$ cat src/rtl/cpu_pkg.sv
// Shared CPU package: commit-lane record and writeback helpers.
package cpu_pkg;

  localparam int WB_LANES_MAX     = 4;
  localparam int WB_XLEN_MAX      = 64;
  localparam int WB_REG_IDX_W_MAX = 8;

  // Fields are sized for the widest supported core; narrower cores zero-extend.
  typedef struct packed {
    logic                        valid;
    logic                        we;
    logic                        wr_pc4;
    logic [WB_REG_IDX_W_MAX-1:0] rd;
    logic [WB_XLEN_MAX-1:0]      pc;
    logic [WB_XLEN_MAX-1:0]      result;
  } wb_lane_t;

  function automatic logic [2:0] wb_popcount(input logic [WB_LANES_MAX-1:0] v);
    logic [2:0] n;
    n = '0;
    for (int i = 0; i < WB_LANES_MAX; i++) n = n + {2'b00, v[i]};
    return n;
  endfunction

endpackage

$ cat src/rtl/wb_waw_filter.sv
// Write-after-write resolution across commit lanes: the youngest (highest-index)
// qualifying lane keeps its regfile write; older lanes to the same rd are dropped.
module wb_waw_filter #(
  parameter int LANES     = 2,
  parameter int REG_IDX_W = 5
) (
  input  logic [LANES-1:0]           qual,
  input  logic [LANES*REG_IDX_W-1:0] rd,
  output logic [LANES-1:0]           we
);

  always_comb begin
    we = qual;
    for (int i = 0; i < LANES; i++) begin
      for (int j = i + 1; j < LANES; j++) begin
        if (qual[j] && (rd[j*REG_IDX_W +: REG_IDX_W] == rd[i*REG_IDX_W +: REG_IDX_W]))
          we[i] = 1'b0;
      end
    end
  end

endmodule

$ cat src/rtl/writeback_multi.sv
// Multi-lane writeback/commit stage with WAW filtering and retire counter.
// Optional per-lane retirement trace ports are enabled by defining WB_TRACE_EN.
module writeback_multi
  import cpu_pkg::*;
#(
  parameter int LANES     = 2,
  parameter int XLEN      = 32,
  parameter int REG_IDX_W = 5
) (
  input  logic                       clk,
  input  logic                       rst_n,
  input  logic                       flush_i,
  input  logic                       stall_i,
  output logic                       stall_o,
  input  logic [LANES-1:0]           in_valid,
  input  logic [LANES-1:0]           in_we,
  input  logic [LANES-1:0]           in_wr_pc4,
  input  logic [LANES*REG_IDX_W-1:0] in_rd,
  input  logic [LANES*XLEN-1:0]      in_pc,
  input  logic [LANES*XLEN-1:0]      in_result,
  output logic [LANES-1:0]           reg_we,
  output logic [LANES*REG_IDX_W-1:0] reg_idx,
  output logic [LANES*XLEN-1:0]      reg_data,
  output logic [63:0]                retire_cnt
`ifdef WB_TRACE_EN
  ,
  output logic [LANES-1:0]           trace_valid,
  output logic [LANES*XLEN-1:0]      trace_pc,
  output logic [LANES-1:0]           trace_wen,
  output logic [LANES*REG_IDX_W-1:0] trace_wdest,
  output logic [LANES*XLEN-1:0]      trace_wdata
`endif
);

  wb_lane_t                   in_lane [LANES];
  wb_lane_t                   held    [LANES];
  logic [LANES-1:0]           held_valid;
  logic [LANES-1:0]           qual;
  logic [LANES-1:0]           waw_we;
  logic [LANES*REG_IDX_W-1:0] rd_flat;
  logic                       retire;

  assign stall_o = stall_i;
  assign retire  = !stall_i && !flush_i;

  always_comb begin
    for (int i = 0; i < LANES; i++) begin
      in_lane[i]        = '0;
      in_lane[i].valid  = in_valid[i];
      in_lane[i].we     = in_we[i];
      in_lane[i].wr_pc4 = in_wr_pc4[i];
      in_lane[i].rd     = WB_REG_IDX_W_MAX'(in_rd[i*REG_IDX_W +: REG_IDX_W]);
      in_lane[i].pc     = WB_XLEN_MAX'(in_pc[i*XLEN +: XLEN]);
      in_lane[i].result = WB_XLEN_MAX'(in_result[i*XLEN +: XLEN]);
    end
  end

  // Input register: stall holds the bundle, flush kills valids even under stall.
  always_ff @(posedge clk or negedge rst_n) begin
    if (!rst_n) begin
      for (int i = 0; i < LANES; i++) held[i] <= '0;
    end else begin
      for (int i = 0; i < LANES; i++) begin
        if (!stall_i) held[i] <= in_lane[i];
        if (flush_i)  held[i].valid <= 1'b0;
      end
    end
  end

  always_comb begin
    for (int i = 0; i < LANES; i++) begin
      held_valid[i] = held[i].valid;
      rd_flat[i*REG_IDX_W +: REG_IDX_W] = held[i].rd[REG_IDX_W-1:0];
      qual[i] = held[i].valid && held[i].we && (held[i].rd[REG_IDX_W-1:0] != '0);
      reg_data[i*XLEN +: XLEN] = held[i].wr_pc4 ? (held[i].pc[XLEN-1:0] + XLEN'(4))
                                                : held[i].result[XLEN-1:0];
    end
  end

  wb_waw_filter #(
    .LANES     (LANES),
    .REG_IDX_W (REG_IDX_W)
  ) u_waw_filter (
    .qual (qual),
    .rd   (rd_flat),
    .we   (waw_we)
  );

  assign reg_we  = waw_we;
  assign reg_idx = rd_flat;

  always_ff @(posedge clk or negedge rst_n) begin
    if (!rst_n)      retire_cnt <= '0;
    else if (retire) retire_cnt <= retire_cnt + 64'(wb_popcount(WB_LANES_MAX'(held_valid)));
  end

`ifdef WB_TRACE_EN
  logic [LANES*XLEN-1:0] pc_flat;

  always_comb begin
    for (int i = 0; i < LANES; i++) pc_flat[i*XLEN +: XLEN] = held[i].pc[XLEN-1:0];
  end

  // Trace snapshots the bundle retiring on this edge; valid pulses for one cycle.
  always_ff @(posedge clk or negedge rst_n) begin
    if (!rst_n) begin
      trace_valid <= '0;
      trace_pc    <= '0;
      trace_wen   <= '0;
      trace_wdest <= '0;
      trace_wdata <= '0;
    end else begin
      trace_valid <= retire ? held_valid : '0;
      if (retire) begin
        trace_pc    <= pc_flat;
        trace_wen   <= waw_we;
        trace_wdest <= rd_flat;
        trace_wdata <= reg_data;
      end
    end
  end
`endif

endmodule

$ cat config.mk
export PLATFORM = sky130hd
export DESIGN_NAME = writeback_multi
export DESIGN_NICKNAME = d
export VERILOG_FILES = /design/src/rtl/cpu_pkg.sv /design/src/rtl/wb_waw_filter.sv /design/src/rtl/writeback_multi.sv
export SDC_FILE = /design/constraint.sdc
export NUM_CORES = 1
export LEC_CHECK = 0
export BUFFER_PORTS_ARGS = -buffer_cell sky130_fd_sc_hd__buf_2
export CAP_MARGIN = 10
export CORE_ASPECT_RATIO = 1.2
export CORE_MARGIN = 2
export CORE_UTILIZATION = 57
export CTS_CLUSTER_SIZE = 25
export DETAILED_ROUTE_END_ITERATION = 12
export PLACE_DENSITY = 0.9
export SLEW_MARGIN = 20
export SYNTH_ARGS = -nofsm -noshare
export SYNTH_HDL_FRONTEND = slang
export SYNTH_HIERARCHICAL = 1
export SYNTH_SLANG_ARGS = --single-unit
$ cat constraint.sdc
create_clock -name clk -period 5.4 [get_ports clk]
set_input_delay 0.81 -clock clk [delete_from_list [all_inputs] [get_ports clk]]
set_output_delay 0.81 -clock clk [all_outputs]
set_load 0.01 [all_outputs]
# --- Word level (Yosys, flattened, before mapping) ---
# Index checks and enable logic that the tools add are counted.
op_classes:
  div_mod_pow: 0
  bitwise_logic: 0
  muxes: 7
  n_reduce_logical: 10
  multipliers: 0
  magnitude_cmp: 0
  n_eq_ne: 2
  shifts: 0
  add_sub_neg: 4
op_table:
  columns: ["cell", "count"]
  rows:
  - ["2-to-1 mux 139 bit", 2]
  - ["adder 32 x 3 -> 32 bit, second input constant", 2]
  - ["adder 64 x 2 -> 64 bit", 1]
  - ["2-to-1 mux 32 bit", 2]
  - ["nonzero test 5 bit", 2]
  - ["logical AND 1 bit", 6]
  - ["equality test 5 bit", 1]
  - ["2-to-1 mux 1 bit", 3]
  - ["adder 1 x 1 -> 2 bit", 1]
  - ["logical NOT 1 bit", 2]
  - ["inequality test 2 bit, second input constant", 1]
totals:
  mem_bits_ro: 0
  latchBits: 0
  word_cells: 36
  in_bits: 148
  reg_bits: 208
  ramBits: 0
  memories: 0
  out_inout_bits: 141

# --- Longest topological paths before layout ---
logic_depth:
  ltp_word: 4
  mapped_depth: 10
  depth_no_buf: 9

# --- Cells and area by module ---
# Netlist, hierarchy kept.
modules_own_cells:
  columns: ["module", "n_inst", "area_each_um2", "cells_each"]
  rows:
  - ["writeback_multi", 1, 10405.0, 905]
  - ["wb_waw_filter", 1, 67.6, 9]

# --- Least setup slack after synthesis ---
# Ideal clock, no wire load.
synth_path:
  path_kind: "register to output"
  from: "reg held[213] (netlist bit)"
  to: "out reg_data[31]"
  path_stages_with_launch: 6
  t_required_ns: 4.590
  arrival_ns: 1.769
  path_slack_ns: 2.821
  n_path_buf: 1
  cell_sequence: "dfrtp_1 -> nand3_2 -> or3_1 -> buf_6 -> or4_1 -> a31oi_1"
synth_between:
  elab_chain_len: 2
synth_rtl:
  columns: ["item", "line", "source"]
  rows:
  - ["start: declaration", "writeback_multi.sv:36", "wb_lane_t held [LANES];"]
  - ["start signal: indexed assignment", "writeback_multi.sv:64", "if (!stall_i) held[i] <= in_lane[i];"]
  - ["adder 32 x 3 -> 32 bit", "writeback_multi.sv:75", "reg_data[i*XLEN +: XLEN] = held[i].wr_pc4 ? (held[i].pc[XLEN-1:0] + XLEN'(4))"]
  - ["2-to-1 mux 32 bit", "writeback_multi.sv:75", null]
  - ["end: declaration", "writeback_multi.sv:23", "output logic [LANES*XLEN-1:0] reg_data,"]
# Every way passes these cells.

# --- Final worst setup path ---
layout_path:
  from: "reg held[69] (netlist bit)"
  to: "out reg_data[60]"
# The elaborated chain is that of the path after synthesis.

==> run summary <==
DRT iter0 DRCs: 439
Worst clock skew: 9.51 ps
Die X-Extent: 128 um
Post-route ant nets: 0
Startpoint Class: flip-flop
Root Driver: clkbuf_16
Cells after Synth: 914
Placed instance area: 12000 um2
Flop2flop setup slack: 2440 ps
Worst-path fanout max: 11
Critical path's slowest cell: nand4_1
Core area: 18100 um2
Max Slew Vio Count: 0
Postcts setup bufs: 0
Rows: 54
Ys async rst share: 100%
Worst Max-Slew Pin Slew: 1090 ps
Synth cell types: 45
Final Cycle Share: 66.2%
Via-to-Cell Ratio: 5.61
First-pass GRT wire length: 41.0 mm
Worst IR drop on VDD: 286 uV
Fmax: 280 MHz
Placer Congestion: 0.843
# port buffers: 288
Fillers: 1286
Status: finished clean
Hold Path Class: in -> async
Buf+Inv Stages, Crit Path: 1
Grt ovf: 0
Final min period: 3580 ps
Largest stage delay, worst path: 540 ps
Ys flop type: dfrtp_1
Crit Reg-Reg Startpoint: held[138]
Net Count, Synth: 1066
Post-route cell area: 12700 um2
Vias in the first global route: 8147
H-tree levels: 1
Largest family of logic cells by synthesized area: multiplexers
Power per cell area: 308 nW/um2
Crit-path leading delay family: simple AND/OR/NAND/NOR gates
Cts-stage hold buffer count: 0
Reg-to-reg endpoint: retire_cnt[28]
Nets@finish: 1327
Hold Vio Cnt, Final: 0
Mapped Avg Cell Area: 11.5 um2
Setup tns final: 0 ps
Sequential fraction of the synthesis area: 49.7%
P_leak: 0.00587 uW
Synth area leaders: dfrtp_1, mux2_2, xnor2_1
Largest net degree at the start of global routing: 110
Cell accounting for the most synthesized area: dfrtp_1
Post-Route WL: 25.8 mm
Via count: 7980
Initial antenna violation count: 8
Crit Path Category: reg -> out
Rel. slew slack: 27.2%
Synth warnings: 6
Number of CTS-inserted buffers: 22
DIE AREA: 19500 um2
Number of synthesized flops with an enable pin: 0
P&R area growth vs syn: 21.4%
Clock Path Buffers: 3
Post-synthesis simple-gate area fraction: 16.5%
I/O pin count: 289
Mux cell area share after synthesis: 16.5%
Post-synthesis compound-gate area fraction: 3.01%
Max-cap violations: 0
Die Y: 152 um
Syn Std Cell Area: 10500 um2
Worst-path clk slew: 60 ps
Crit-path cells: and4_1 -> nand4_1 -> nor4_1 -> xnor2_1 -> a21oi_1 -> buf_2
Worst skew pair latency: 500 ps
Total track usage: 25.9%
Synth Area in Adders: 0.550%
Final setup viols: 0
Starting density of the core: 57.8%
Post-DP HPWL: 18.4 mm
Pre-Repair DR Iteration Count: 6
Yosys reg bits: 208
CTS tree: yes
Synth top area share: 49.7%
Req. time, crit path: 4590 ps
RSZ-0062 raised after global routing: no
DRC Markers: 0
Synth Area in XOR/XNOR: 10.2%
Post-cts resize count: 0
Avg WL per Cell: 18.1 um
Num Clock Sinks: 208
CP arrival: 2770 ps
Reg2Reg Depth: 9
Worst setup EP type: output port
Share of layout cells above drive strength 1: 43.4%
worst max-delay path by stage:
stage	slack, ps	startpoint	endpoint	depth (start not counted)
6_report	1820	held[69]	reg_data[60]	6
5_1_grt	1630	held[69]	reg_data[60]	6
4_1_cts	1850	held[69]	reg_data[62]	6
3_5_place_dp	2390	held[213]	reg_data[31]	5
3_3_place_gp	2420	held[213]	reg_data[31]	5
2_1_floorplan	2820	held[213]	reg_data[31]	5
routing by layer:
layer	GRT usage [%]	part of all wire, %
met2	44.1	51
met3	7.16	8.2
met1	30.1	37
met5	0	0
met4	12.5	3.9
cell families after synthesis:
group	after synthesis
mux	154
compound gates	60
simple gates	286
buf+inv	80
fa+ha+maj	4
flops	208
xor+xnor	122
synthesized netlist by cell type, drive strengths merged, types with 3 or more instances:
library cell  number
and2               4
a21oi             55
nand3             36
dfrtp            208
inv               27
xor2              41
buf               24
and3              12
ha                 3
clkbuf            29
and4               8
mux2             149
nor4b              3
nor4              24
nand4             30
nor2              85
or3                4
mux2i              5
nor3              29
nand2             40
xnor2             81
through the flow:
| step | cells | hold WS [ps] | total power (uW) | utilization [%] | setup WS [ps] |
|---|---|---|---|---|---|
| after floorplan | 914 | 474 | 2170 | - | 2820 |
| after global placement | 1375 | 469 | 2400 | 66.1 | 2420 |
| after detailed placement | 1375 | 464 | 2430 | 66.1 | 2390 |
| after CTS | 1415 | 450 | 3950 | 70.1 | 1850 |
| after global routing | 1421 | 492 | 4080 | 70.2 | 1630 |
| final | 1423 | 414 | 3920 | 70.2 | 1820 |
placed cells by master (no fill, tap or decap), types with 2 or more instances in the layout:
cell	instances
buf_2	286
dfrtp_1	206
mux2_2	149
nor2_1	85
xnor2_1	81
a21oi_1	55
xor2_1	41
nand2_1	39
nand3_1	33
inv_1	27
nand4_1	26
clkbuf_16	23
nor3_2	18
nor4_1	14
and3_1	12
nor3_1	11
diode_2	8
and4_1	7
nor4_2	7
clkbuf_8	6
mux2i_1	5
clkinv_2	5
clkbuf_1	5
and2_1	4
or3_1	4
nand4_2	4
nor4b_2	3
nor4_4	3
ha_1	3
and4bb_1	2
nand2b_1	2
o311a_1	2
a31oi_1	2
nand3_4	2
dfrtp_2	2
flip-flops by register name, indices dropped and copies added (netlist names):
name and flops:
held 134, retire_cnt 64, reg_idx 10
layout make-up:
| class | instances | area [um2] | share of cell area, % |
|---|---|---|---|
| multi-input combinational | 626 | 4890 | 38.5 |
| tap | 224 | 280 | 2.20 |
| clock inverter | 7 | 62.6 | 0.492 |
| timing repair buffer | 290 | 1480 | 11.7 |
| sequential | 208 | 5210 | 41.0 |
| inverter | 27 | 101 | 0.797 |
| antenna | 8 | 20.0 | 0.157 |
| clock buffer | 33 | 663 | 5.22 |
where the power goes:
| part | internal (uW) | total, uW | switching, uW |
|---|---|---|---|
| logic | 296 | 580 | 284 |
| registers | 1680 | 1820 | 140 |
| clock network | 896 | 1510 | 619 |
Note: power is estimated with default switching activity, not from simulation.
